--- src/rtl/regfile_wb.sv ---
// regfile_wb: write-back stage driving the register file write port.
// ALU results take strict priority; load results queue in a small FIFO
// and retire in order whenever the ALU slot is free. A busy mask tracks
// registers with outstanding loads for RAW-hazard stalls at issue.
module regfile_wb #(
    parameter int DEPTH = 2,
    parameter int CW    = $clog2(DEPTH + 1)
) (
    input  logic        clk,
    input  logic        rst_n,
    input  logic        alu_valid,
    input  logic [4:0]  alu_rd,
    input  logic [31:0] alu_data,
    input  logic        ld_issue_valid,
    input  logic [4:0]  ld_issue_rd,
    input  logic        ld_valid,
    output logic        ld_ready,
    input  logic [4:0]  ld_rd,
    input  logic [31:0] ld_data,
    output logic        we3,
    output logic [4:0]  a3,
    output logic [31:0] wd3,
    output logic [31:0] busy
);

    localparam int PW = (DEPTH > 1) ? $clog2(DEPTH) : 1;
    localparam logic [PW-1:0] LAST_PTR = PW'(DEPTH - 1);
    localparam logic [CW-1:0] FULL_CNT = CW'(DEPTH);

    // FIFO storage and control
    logic [4:0]    mem_rd   [DEPTH];
    logic [31:0]   mem_data [DEPTH];
    logic [PW-1:0] wr_ptr_q, wr_ptr_d;
    logic [PW-1:0] rd_ptr_q, rd_ptr_d;
    logic [CW-1:0] count_q,  count_d;

    // Write-port and busy-mask state
    logic          we3_q, we3_d;
    logic [4:0]    a3_q,  a3_d;
    logic [31:0]   wd3_q, wd3_d;
    logic [31:0]   busy_q, busy_d;

    logic          push;
    logic          pop;
    logic          fifo_empty;
    logic [4:0]    head_rd;
    logic [31:0]   head_data;

    function automatic logic [PW-1:0] ptr_inc(input logic [PW-1:0] p);
        return (p == LAST_PTR) ? '0 : p + PW'(1);
    endfunction

    assign ld_ready   = (count_q < FULL_CNT);
    assign fifo_empty = (count_q == '0);
    assign push       = ld_valid && ld_ready;
    assign head_rd    = mem_rd[rd_ptr_q];
    assign head_data  = mem_data[rd_ptr_q];

    // Select the write-port source: ALU first, then FIFO head, else idle
    always_comb begin
        // NOTE: every signal gets a default before any branch so no latch is inferred.
        pop   = 1'b0;
        we3_d = 1'b0;
        a3_d  = a3_q;
        wd3_d = wd3_q;
        if (alu_valid) begin
            we3_d = (alu_rd != 5'd0);
            a3_d  = alu_rd;
            wd3_d = alu_data;
        end else if (!fifo_empty) begin
            pop   = 1'b1;
            we3_d = (head_rd != 5'd0);
            a3_d  = head_rd;
            wd3_d = head_data;
        end
    end

    // FIFO pointer and occupancy next-state
    always_comb begin
        wr_ptr_d = push ? ptr_inc(wr_ptr_q) : wr_ptr_q;
        rd_ptr_d = pop  ? ptr_inc(rd_ptr_q) : rd_ptr_q;
        count_d  = count_q;
        if (push && !pop) begin
            count_d = count_q + CW'(1);
        end else if (pop && !push) begin
            count_d = count_q - CW'(1);
        end
    end

    // Busy mask: pop clears, issue sets afterwards so a same-cycle set wins
    always_comb begin
        busy_d = busy_q;
        if (pop) begin
            busy_d[head_rd] = 1'b0;
        end
        if (ld_issue_valid) begin
            busy_d[ld_issue_rd] = 1'b1;
        end
        busy_d[0] = 1'b0;
    end

    // Register control state; reset discards queued loads and busy bits
    always_ff @(posedge clk or negedge rst_n) begin
        // NOTE: sequential state uses non-blocking assignments so all registers update together.
        if (!rst_n) begin
            wr_ptr_q <= '0;
            rd_ptr_q <= '0;
            count_q  <= '0;
            we3_q    <= 1'b0;
            a3_q     <= '0;
            wd3_q    <= '0;
            busy_q   <= '0;
        end else begin
            wr_ptr_q <= wr_ptr_d;
            rd_ptr_q <= rd_ptr_d;
            count_q  <= count_d;
            we3_q    <= we3_d;
            a3_q     <= a3_d;
            wd3_q    <= wd3_d;
            busy_q   <= busy_d;
        end
    end

    // Write the accepted load result into the FIFO tail
    always_ff @(posedge clk) begin
        // NOTE: storage is not reset; count_q guarantees stale entries are never read.
        if (push) begin
            mem_rd[wr_ptr_q]   <= ld_rd;
            mem_data[wr_ptr_q] <= ld_data;
        end
    end

    assign we3  = we3_q;
    assign a3   = a3_q;
    assign wd3  = wd3_q;
    assign busy = busy_q;

endmodule

--- config.mk ---
export PLATFORM = sky130hd
export DESIGN_NAME = regfile_wb
export DESIGN_NICKNAME = d
export VERILOG_FILES = /design/src/rtl/regfile_wb.sv
export SDC_FILE = /design/constraint.sdc
export NUM_CORES = 1
export LEC_CHECK = 0
export ABC_AREA = 1
export CAP_MARGIN = 20
export CORE_MARGIN = 2
export CORE_UTILIZATION = 25
export CTS_CLUSTER_SIZE = 16
export DETAILED_ROUTE_END_ITERATION = 6
export HOLD_SLACK_MARGIN = 0.03
export PLACE_DENSITY = 0.47
export SYNTH_ARGS = -nofsm -noshare
export SYNTH_HDL_FRONTEND = slang
export SYNTH_SLANG_ARGS = --single-unit
export TNS_END_PERCENT = 100
--- constraint.sdc ---
create_clock -name clk -period 2.55 [get_ports clk]
set_clock_uncertainty 0.15 [all_clocks]
set_input_delay 0.51 -clock clk [delete_from_list [all_inputs] [get_ports clk]]
set_output_delay 0.51 -clock clk [all_outputs]
set_load 0.02 [all_outputs]
After elaboration in Yosys (flattened, before gate mapping). Memories as Yosys holds them, arrays and structs flattened. Index checks and enable logic that the tools add are counted.

Add/subtract/negate cells: 4. Multiply operators: 0. Divide/modulo/power cells: 0. $lt $le $gt $ge: 5. Equality and inequality tests: 1. Shifts and indexed selects: 0. Mux-type cells: 20. Bitwise logic cells: 3. Reductions and logical operators: 11.

Operator list (count): 2-to-1 mux 32 bit (4); bitwise AND 32 bit (1); inverter 32 bit (1); OR 32 bit (1); < comparator 5 x 6 -> 1 bit (second input constant) (2); demux 1 bit (select 5 bit) (2); greater-or-equal comparator 5 x 1 -> 1 bit (second input constant) (2); 2-to-1 mux 1 bit (10); 2-to-1 mux 5 bit (2); nonzero test 5 bit (2); logical AND 1 bit (5); 2-to-1 mux 2 bit (2); adder 1 bit (second input constant) (2); adder 2 x 1 -> 2 bit (second input constant) (1); zero test 1 bit (2); zero test 2 bit (1); < comparator 2 bit (second input constant) (1); != test 2 bit (second input constant) (1); nonzero test 2 bit (1); subtractor 2 x 1 -> 2 bit (second input constant) (1).

Register bits after elaboration: 73. Latch bits: 0. Bits in writable memories: 74. ROM bits: 0. Input bits: 84. Output and inout port bits: 71. Logic and storage cells: 53. Memories kept: 2.

Memory list: mem_data (depth 2, bits a word 32, read ports 1, clocked after memory_dff 0, wr ports 1, RTL line 32) `logic [31:0] mem_data [DEPTH];`; mem_rd (depth 2, bits a word 5, read ports 1, clocked after memory_dff 0, wr ports 1, RTL line 31) `logic [4:0] mem_rd [DEPTH];`.

Longest topological paths before layout. An unclocked memory read counts as a cell.

Depth after elaboration: 10. Gate-level depth with buffers: 9. Depth with buffers taken out: 8.

Worst setup path before layout. No wires, ideal clock.

Path type: reg2reg. Start: register count_q[1]. End: memory mem_data[0][0] (enable). Library setup time: 431 ps. Arrival: 2279 ps. Path slack: -310 ps. Stages on the path, launching flop included: 4. Path buffers: 0. Path through: dfrtp_1 inv_1 nand2_1 nor2_1.

Cells in the longest elaborated chain, start to end: 4.

Ends and longest elaborated chain: start, declared (RTL line 35) `logic [CW-1:0] count_q, count_d;`; start signal, assigned (RTL line 116) `count_q <= count_d;`; < comparator 2 bit (RTL line 53) `assign ld_ready = (count_q < FULL_CNT);`; named net ld_ready (RTL line 17) `output logic ld_ready,`; logical AND 1 bit (RTL line 55) `assign push = ld_valid && ld_ready;`; 2-to-1 mux 1 bit (RTL line 127) `if (push) begin`; 2-to-1 mux 1 bit (implied by the code) (RTL line 129) `mem_data[wr_ptr_q] <= ld_data;`; end, declared (RTL line 32).

The timed path passes the listed nets, and every way through them passes these cells.

Worst setup path after layout.
Start: register count_q[1]. End: output port ld_ready.

Cells in the longest elaborated chain, start to end: 1.

Ends and longest elaborated chain (RTL line): < comparator 2 bit (53); end, declared (17).

No other way between the ends.

==> results.toml <==
[global_route]
antenna_found_initial = 0
grt.overflow.total = 0
grt_max_degree = 38
grt_pass1_wl_um = 27000
grtUsageTotal_pct = 13.9
first_global_vias = 4736

[min_path]
holdPathEnd = "rd_ptr_q"
min_from = "alu_valid"
hp-class = "input port to flip-flop"
holdPathStages = 3

[clock_tree]
clockBufferDepth = 2
clk_latency_ns = 0.41
ctsResizeCount = 0
clkSinkCount = 147
cts_inserted_buffers = 17
htree_levels = 4
clk_root_buffer_cell = "clkbuf_16"
clk_pin_slew_worst_paths_ns = 0.06
cts_tree = "built"

[critical_path]
r2r_start = "rd_ptr_q"
crit_path_end_kind = "primary output"
path_max_fanout = 3
cp-start-kind = "flip-flop"
crit_type = "flip-flop to primary output"
reg2reg_to = "busy[7]"
rr_worst_depth = 8
required_ns = 1.89
cp.arrival_ns = 1.55
rrSetupSlack_ns = 0.55

[sta]
setup_viol = 0
final_hold_viol_count = 0
max-slew-margin-rel_pct = 49.3
tightest_slew_ns = 0.753
setup_tns_ns = 0
grt_setup_unrepaired = "false"
final-max-slew-violation-count = 0
setup_ws_ns = 0.342
fin_crit_sh_pct = 86.6
fmax_mhz = 453
min_period_ns = 2.21

[synth]
synth_top_family_by_area = "simple AND/OR/NAND/NOR gates"
muxShareOfSynthArea_pct = 0
synth_warnings = 0
synthAdderAreaFrac_pct = 0.208
synth-xor-area-share_pct = 0.582
ys_seq_area_share_pct = 67.2
synth_seq_cells = 147
synth_cells = 607
synth_compound_area_share_pct = 6.44
synthSimpleGateAreaFrac_pct = 22.4
synth_nets = 692
synth_cell_types = 24
syn-cell-area_um2 = 6020
syn_area_per_cell_um2 = 9.92

[place]
gp_congestion = 0.729
dp_cells = 1075
io_buffer_count = 153
place_ws_ns = 0.484
dp_hpwl_um = 12100

[pwr]
power_uw = 9660
switching_share_pct = 36.4
power_density_nw_per_um2 = 1120
ir_worst_vdd_v = 0.000425
p_leak_uw = 0.00349
power.internal_uw = 6140
p_sw_uw = 3520
p_comb_share_pct = 37.2
p_seq_share_pct = 37.9
p_clk_share_pct = 25.0

[cells_and_area]
diodes = 0
area_growth_pct = 43.1
fin_cells = 1108
nFillCells = 2426
layout-drive-gt1-share_pct = 9.13
nets = 861
utilization_pct = 36.6

[die]
die_x_um = 159
row_count = 56
die_h_um = 159
core_area_um2 = 23500
io_pins = 155
start_util_pct = 25.6
die_area_um2 = 25400

[detailed_routing]
drc = 0
drtIter0Drc = 226
wl_per_cell_um = 15.4
first_pass_iters = 5
routed_via_density = 4.13
ant_nets = 0
vias = 4575
drt-total-wl_um = 17100

[outcome]
status = "finished, final reports clean"

[run]
drv_cap = 0
==> cell families (layout without fill, tap and decap cells) <==
| kind of cell | Yosys count | in the layout |
|---|---|---|
| buffers and inverters | 43 | 225 |
| other | 1 | 1 |
| flip-flops | 147 | 147 |
| AND/OR/NAND/NOR | 341 | 341 |
| AO/OA/AOI/OAI | 70 | 70 |
| XOR/XNOR | 4 | 4 |
| adder cells (fa/ha/maj) | 1 | 1 |
==> critical path: stages (launching register included) <==
cell and delay, ns:
dfrtp_1 0.39, inv_1 0.12, clkdlybuf4s50_1 0.62
==> cell usage after synthesis, drive strengths merged <==
cell / instances / area [µm²]
or2: 12 / 75.1
nand3: 4 / 20.0
nor3: 12 / 60.1
nand2: 274 / 1030
edfxtp: 74 / 2220
dfrtp: 73 / 1830
o21ai: 54 / 270
xor2: 3 / 26.3
buf: 13 / 75.1
nor2: 39 / 164
xnor2: 1 / 8.76
a21oi: 1 / 5.00
o211ai: 15 / 113
clkbuf: 8 / 30.0
ha: 1 / 12.5
conb: 1 / 3.75
inv: 22 / 82.6
==> metal layers <==
metal | routed length, µm | vias up | global-route usage [%]
met3 | 797 | 9 | 3.41
met1 | 7950 | 2143 | 18.2
met4 | 152 | 0 | 4.34
li1 | - | 2321 | -
met5 | 0 | - | 0
met2 | 8160 | 102 | 22.8
==> state kept, by name (all words and copies together) (netlist names) <==
name / count
mem_data: 64
wd3: 32
busy: 31
mem_rd: 10
a3: 5
count_q: 2
rd_ptr_q: 1
we3: 1
wr_ptr_q: 1
==> power by group through the flow <==
stage               Sequential (µW)  Clock, µW  Combinational, µW
finish                         3660       2410               3590
global placement               3720          0               3640
floorplan                      4230          0               1300
detailed placement             3710          0               3670
CTS                            3680       2490               3670
global route                   3750       2600               3960
==> layout by cell type (no fill, tap or decap), types with 2 or more instances in the layout <==
cell type | Yosys | final
nor2_2 | 4 | 4
nand2_1 | 274 | 274
dfrtp_1 | 73 | 72
buf_4 | 2 | 14
inv_1 | 20 | 20
xor2_1 | 3 | 3
o21ai_0 | 51 | 51
edfxtp_1 | 74 | 74
clkbuf_16 | 0 | 17
buf_12 | 0 | 4
clkinvlp_4 | 0 | 4
clkdlybuf4s50_1 | 0 | 151
nor2_1 | 34 | 32
o21ai_1 | 3 | 3
nand3_1 | 4 | 4
nor3_1 | 12 | 12
nor2_4 | 1 | 3
o211ai_1 | 15 | 15
or2_2 | 12 | 12
inv_6 | 0 | 4
inv_8 | 0 | 3
inv_2 | 2 | 2
==> how the worst max path moves through the flow <==
stage / start / end / slack, ns / cells past startpoint
floorplan: count_q[1] / mem_data[0][0] / -0.31 / 3
global placement: ld_valid / mem_data[1][2] / 0.46 / 5
detailed placement: ld_issue_rd[2] / busy[29] / 0.48 / 5
CTS: count_q[1] / ld_ready / 0.32 / 2
global route: count_q[1] / ld_ready / 0.26 / 2
finish: count_q[1] / ld_ready / 0.34 / 2
==> per-stage QoR <==
step,hold slack [ns],cell area (µm²)
2_1_floorplan,0.0644,6020
3_3_place_gp,0.310,8040
3_5_place_dp,0.312,8040
4_1_cts,0.294,8620
5_1_grt,0.323,8620
6_report,0.315,8620
==> area by class of cell <==
class                   count  area (µm²)  area share [%]
well taps                 319         399            4.63
flip-flops and latches    147        4050            47.0
clock inverters            15         146            1.70
clock buffers              17         425            4.94
inverters                  22        82.6           0.958
multi-input cells         417        1800            20.9
repair buffers            171        1710            19.9
==> what timing repair did <==
action	in CTS	in global routing
endpoints found under the hold margin	30	0
buffers inserted	0	0
hold buffers	1	0
endpoints found under the setup margin	0	0
No activity file was read; power rests on OpenSTA's default activity.
